## src/rtl/arith_pkg.sv

```systemverilog
// arith_pkg
//   Shared definitions for the datapath arithmetic unit (multiplier, divider
//   and later arithmetic blocks).
//   - DEFAULT_WIDTH : default operand width for the arithmetic blocks.
//   - QUOT_SAT      : saturated quotient (all ones) at the default width.
//   - div_state_t   : divider control states IDLE / RUN / DONE.
package arith_pkg;

    localparam int DEFAULT_WIDTH = 32;

    localparam logic [DEFAULT_WIDTH-1:0] QUOT_SAT = '1;

    typedef enum logic [1:0] {
        IDLE = 2'd0,
        RUN  = 2'd1,
        DONE = 2'd2
    } div_state_t;

endpackage

```

## src/rtl/seq_restoring_divider_div_step.sv

```systemverilog
// div_step
//   One combinational restoring-division step.
//   Shifts the next dividend bit into the partial remainder and subtracts
//   the divisor.  The subtraction is an add of the inverted divisor with a
//   carry-in of 1; the carry out of the WIDTH+1-bit sum is set exactly when
//   the difference is non-negative, and that carry is the quotient bit.
//   Ports:
//     r      in  WIDTH    partial remainder (its WIDTH+1th bit is always 0)
//     q_msb  in  1        next dividend bit, the MSB of the quotient shifter
//     d      in  WIDTH    divisor
//     r_next out WIDTH+1  restored or reduced partial remainder
//     qbit   out 1        quotient bit produced by this step
module div_step
    import arith_pkg::*;
#(
    parameter int WIDTH = DEFAULT_WIDTH
) (
    input  logic [WIDTH-1:0] r,
    input  logic             q_msb,
    input  logic [WIDTH-1:0] d,
    output logic [WIDTH:0]   r_next,
    output logic             qbit
);

    logic [WIDTH:0]   s;
    logic [WIDTH:0]   d_inv;
    logic [WIDTH+1:0] sum;

    always_comb begin
        s      = {r, q_msb};
        d_inv  = ~{1'b0, d};
        // Extra top bit of sum captures the carry out of the WIDTH+1-bit add.
        sum    = {1'b0, s} + {1'b0, d_inv} + {{(WIDTH+1){1'b0}}, 1'b1};
        qbit   = sum[WIDTH+1];
        r_next = qbit ? sum[WIDTH:0] : s;
    end

endmodule

```

## src/rtl/seq_restoring_divider.sv

```systemverilog
// seq_restoring_divider
//   Iterative unsigned restoring divider: a 2*WIDTH-bit dividend divided by a
//   WIDTH-bit divisor, one quotient bit per clock.  Divide-by-zero and
//   quotient overflow are detected at acceptance and finish in one cycle
//   with a saturated quotient.
//   Handshake: start is taken on a rising edge whenever the block is not
//   busy (IDLE or DONE); dividend/divisor are sampled on that same edge and
//   ignored afterwards.  done pulses for one cycle with quotient, remainder
//   and flags valid; start may be high during that cycle for back-to-back
//   operation.  Results hold until the next completion.
//   Ports:
//     clk, rst_n   clock, asynchronous active-low reset
//     start        operation request
//     dividend     2*WIDTH-bit unsigned dividend
//     divisor      WIDTH-bit unsigned divisor
//     busy         high while iterating (RUN)
//     done         one-cycle completion pulse (DONE)
//     quotient     registered quotient
//     remainder    registered remainder
//     div_by_zero  last operation had divisor == 0
//     overflow     last operation's quotient did not fit in WIDTH bits
//     state_dbg    current control state
module seq_restoring_divider
    import arith_pkg::*;
#(
    parameter int WIDTH = DEFAULT_WIDTH
) (
    input  logic               clk,
    input  logic               rst_n,
    input  logic               start,
    input  logic [2*WIDTH-1:0] dividend,
    input  logic [WIDTH-1:0]   divisor,
    output logic               busy,
    output logic               done,
    output logic [WIDTH-1:0]   quotient,
    output logic [WIDTH-1:0]   remainder,
    output logic               div_by_zero,
    output logic               overflow,
    output div_state_t         state_dbg
);

    localparam int CNT_W = (WIDTH > 1) ? $clog2(WIDTH) : 1;
    localparam logic [CNT_W-1:0] CNT_LAST = CNT_W'(WIDTH - 1);

    div_state_t       state;
    div_state_t       next_state;

    logic [WIDTH-1:0] r_q;
    logic [WIDTH-1:0] q_q;
    logic [WIDTH-1:0] d_q;
    logic [CNT_W-1:0] cnt;

    logic [WIDTH-1:0] div_hi;
    logic [WIDTH-1:0] div_lo;
    logic             accept;
    logic             is_dbz;
    logic             is_ovf;
    logic             last_step;

    logic [WIDTH:0]   step_r;
    logic             step_qbit;
    logic             step_r_msb_unused;

    assign div_hi    = dividend[2*WIDTH-1:WIDTH];
    assign div_lo    = dividend[WIDTH-1:0];
    assign accept    = start && (state != RUN);
    assign is_dbz    = (divisor == '0);
    // With a non-zero divisor, the quotient fits in WIDTH bits exactly when
    // the high half of the dividend is below the divisor.
    assign is_ovf    = !is_dbz && (div_hi >= divisor);
    assign last_step = (state == RUN) && (cnt == CNT_LAST);

    div_step #(.WIDTH(WIDTH)) u_step (
        .r      (r_q),
        .q_msb  (q_q[WIDTH-1]),
        .d      (d_q),
        .r_next (step_r),
        .qbit   (step_qbit)
    );

    // R < D holds every step, so the step result's top bit is always 0.
    assign step_r_msb_unused = step_r[WIDTH];

    // State register
    always_ff @(posedge clk or negedge rst_n) begin
        if (!rst_n) begin
            state <= IDLE;
        end else begin
            state <= next_state;
        end
    end

    // Next-state logic
    always_comb begin
        next_state = state;
        case (state)
            IDLE: begin
                if (start) begin
                    next_state = (is_dbz || is_ovf) ? DONE : RUN;
                end
            end
            RUN: begin
                if (cnt == CNT_LAST) begin
                    next_state = DONE;
                end
            end
            DONE: begin
                if (start) begin
                    next_state = (is_dbz || is_ovf) ? DONE : RUN;
                end else begin
                    next_state = IDLE;
                end
            end
            default: next_state = IDLE;
        endcase
    end

    // Outputs decoded from the registered state only
    always_comb begin
        busy      = (state == RUN);
        done      = (state == DONE);
        state_dbg = state;
    end

    // Datapath: operand registers, step counter and result registers
    always_ff @(posedge clk or negedge rst_n) begin
        if (!rst_n) begin
            r_q         <= '0;
            q_q         <= '0;
            d_q         <= '0;
            cnt         <= '0;
            quotient    <= '0;
            remainder   <= '0;
            div_by_zero <= 1'b0;
            overflow    <= 1'b0;
        end else if (accept) begin
            if (is_dbz) begin
                quotient    <= '1;
                remainder   <= div_lo;
                div_by_zero <= 1'b1;
                overflow    <= 1'b0;
            end else if (is_ovf) begin
                quotient    <= '1;
                remainder   <= '0;
                div_by_zero <= 1'b0;
                overflow    <= 1'b1;
            end else begin
                r_q <= div_hi;
                q_q <= div_lo;
                d_q <= divisor;
                cnt <= '0;
            end
        end else if (state == RUN) begin
            r_q <= step_r[WIDTH-1:0];
            q_q <= {q_q[WIDTH-2:0], step_qbit};
            cnt <= cnt + CNT_W'(1);
            if (last_step) begin
                quotient    <= {q_q[WIDTH-2:0], step_qbit};
                remainder   <= step_r[WIDTH-1:0];
                div_by_zero <= 1'b0;
                overflow    <= 1'b0;
            end
        end
    end

endmodule
```

## config.mk

```make
export PLATFORM = sky130hd
export DESIGN_NAME = seq_restoring_divider
export DESIGN_NICKNAME = d
export VERILOG_FILES = /design/src/rtl/arith_pkg.sv /design/src/rtl/seq_restoring_divider_div_step.sv /design/src/rtl/seq_restoring_divider.sv
export SDC_FILE = /design/constraint.sdc
export NUM_CORES = 1
export LEC_CHECK = 0
export CAP_MARGIN = 10
export CELL_PAD_IN_SITES_DETAIL_PLACEMENT = 1
export CELL_PAD_IN_SITES_GLOBAL_PLACEMENT = 1
export CORE_AREA = 3 3 162 164
export DETAILED_ROUTE_END_ITERATION = 16
export DIE_AREA = 0 0 165 167
export HOLD_SLACK_MARGIN = 0.08
export PLACE_DENSITY = 0.83
export SYNTH_ARGS = -nofsm -noshare
export SYNTH_HDL_FRONTEND = slang
export SYNTH_HIERARCHICAL = 1
export SYNTH_SLANG_ARGS = --single-unit
```

## constraint.sdc

```tcl
create_clock -name clk -period 8.04 [get_ports clk]
set_clock_uncertainty 0.2 [all_clocks]
set_input_delay 2.01 -clock clk [delete_from_list [all_inputs] [get_ports clk]]
set_output_delay 2.01 -clock clk [all_outputs]
set_load 0.005 [all_outputs]
```

==> metrics.txt <==
status completed; antenna violations before repair 0; worst vdd ir 0.209 mV; CTS Hold Bufs 0; gr usage total 0.277; DIE AREA 27,600 sq um; CTS resizes 0; Post-CTS Setup Inserts 0; setup violators final 0; total power per unit cell area 457 nW/um^2; Post-Syn Nets 1,378; largest net degree at the start of global routing 103; syn avg cell area 9.14 sq um; H-tree Lvls 4; R2R Path Start r_q[25]; first-pass GRT wire length 60,200 um; Initial Util 0.442; Synth warnings 6; Clock Tree Buf Depth 2; arrival time of the worst setup path 5.97 ns; DRC violations left 0; Final Hold Fails 0; post-route antenna net violation count 0; Via Count 10,200; TritonRoute pass-1 iters 5; max frequency 171 MHz; RD Place Congestion 0.897; LEAKAGE 5.63 nW; # rows 58; max cap viols 0; Worst Path Max Fanout 63; initial DRC count 829; HP Start quotient[6]; slowest CP cell or4_1; Core Area 25,000 sq um; die height 167 um; diodes inserted 0; wire per inst 22.9 um; share of cells above drive strength 1 0.0969; number of port buffers 168; critical path's top delay family buffers and inverters; fin crit share 0.727; Hold Crit Class flip-flop to flip-flop; Die Width 165 um; DP HPWL 26,300 um; CTS clock-pin slew for the worst setup and hold paths 0.08 ns; unrepaired setup endpoints after global routing false; critical-path cell list clkdlybuf4s50_1 -> inv_1 -> ha_1 -> nand4_1 -> or4_1 -> o32a_1 -> a211o_1 -> a31oi_4 -> buf_4 -> mux2_2; Post-Syn Area 11,100 sq um; CTS tree yes; post-layout min period 5.85 ns; critical path startpoint divisor[12]; worst skew pair latency 0.44 ns; number of global-route vias before repair 10,700; crit path capture type flip-flop; Post-Syn Instances 1,212; number of nets in the layout 1,484; Root Buffer clkbuf_16; WL final 38,000 um; Pwr Total 0.00612 W; Worst Path Required 8.16 ns; Overflow after GRT 0; clock tree sinks 169; Slew @ Worst Pin 1.18 ns; CP peak stage delay 0.67 ns; worst path bufs/invs 3; startpoint types primary input; Boundary Pins 169; max_slew headroom 0.211; via-per-instance ratio 6.15; setup TNS 0 ns; number of CTS-inserted buffers 17; CP Class primary input to flip-flop; Max Slew Vio Count 0; area delta synth->final 20.9%
## per-layer routing
| metal | wire length, um | track usage | up-vias |
|---|---|---|---|
| li1 | - | - | 4603 |
| met1 | 15900 | 0.374 | 5161 |
| met2 | 18700 | 0.458 | 363 |
| met3 | 2250 | 0.0391 | 82 |
| met4 | 1180 | 0.0883 | 0 |
| met5 | 0 | 0 | - |
## cells in the final DEF (no fill, tap or decap), drive strengths merged, types with 18 or more instances in the layout
master and n:
a21oi 41, clkdlybuf4s50 167, dfrtp 169, ha 66, inv 85, mux2 67, nand2 248, nand4 18
nor2 28, o211ai 65, o21ai 81, o22a 31, o311ai 60
## area by class of cell
class / instances / area [sq um]
flip-flops and latches: 169 / 4230
fillers: 2826 / 11600
repair buffers: 178 / 1760
multi-input cells: 874 / 6090
clock inverters: 15 / 181
well taps: 330 / 413
inverters: 78 / 293
clock buffers: 17 / 425
## stage by stage
step	utilization	area (sq um)	cells	setup WS, ns	hold WS [ns]
after global placement	0.511	12800	1629	1.84	0.272
after detailed placement	0.511	12800	1629	1.78	0.279
after CTS	0.535	13400	1661	2.23	0.298
after floorplan	-	11100	1212	3.22	0.278
final	0.535	13400	1661	2.19	0.293
after global routing	0.535	13400	1661	2.11	0.325
## report_power, final
part / switching, W / leakage, nW / internal [W]
clock: 0.000417 / 0.292 / 0.000447
combinational: 0.00228 / 3.36 / 0.00152
sequential: 0.000256 / 1.98 / 0.00119
total: 0.00296 / 5.63 / 0.00316
## final timing paths
kind / to / slack, ns / cells after the start
worst min register to register: quotient[6] / 0.29 / 1
max in group asynchronous: q_q[14] / 4.70 / 2
worst max register to register: remainder[26] / 4.00 / 12
min in group asynchronous: d_q[15] / 1.47 / 1
worst min-delay path: quotient[6] / 0.29 / 1
worst max-delay path: remainder[24] / 2.19 / 10
## state kept, by name, indices dropped and copies added, names as in the netlist
signal and count:
d_q 32, div_by_zero 1, r_q 32, cnt 5, q_q 32, remainder 32
overflow 1, state_dbg 2, quotient 32
## worst reg2reg max path, delay by kind of cell, from the launching register on
kind / cells / cell delay, ns
buffers and inverters: 1 / 0.27
and+or+nand+nor: 2 / 0.14
AOI/OAI and AO/OA: 7 / 2.13
DFF: 1 / 0.41
muxes: 1 / 0.34
adders and majority gates: 1 / 0.44
Note: power is estimated with default switching activity, not from simulation.
==> RTL edit, RTL diff (same settings) <==
The package constant `DEFAULT_WIDTH` goes from 32 to 64.
--- a/src/rtl/arith_pkg.sv
+++ b/src/rtl/arith_pkg.sv
@@ -7,5 +7,5 @@
 package arith_pkg;
 
-    localparam int DEFAULT_WIDTH = 32;
+    localparam int DEFAULT_WIDTH = 64;
 
     localparam logic [DEFAULT_WIDTH-1:0] QUOT_SAT = '1;
Interface: changed (resized dividend, divisor, quotient and remainder); port bits go from 169 to 329. No check against the original RTL was run, so the function may have changed too.
==> RTL edit against the unedited design <==
  * The run now fails in global placement without I/O
  * Area after synthesis is 90% higher
==> RTL edit: results (changes against the unedited design) <==
Synth:
- The number of synthesis warnings was 6 (unchanged).
- The combined area of all synthesized cells is 21,000 um2 (was 11,100 um2).
- The post-synth net total is 2,707 (was 1,378).
- The number of instances in the synthesized netlist came to 2,382 (was 1,212).

Status:
- Status: did not finish (was complete, no violations).
- The tool reported: "[ERROR GPL-0301] Utilization 122.297 % exceeds 100%".
- The run ended at global placement without I/O.
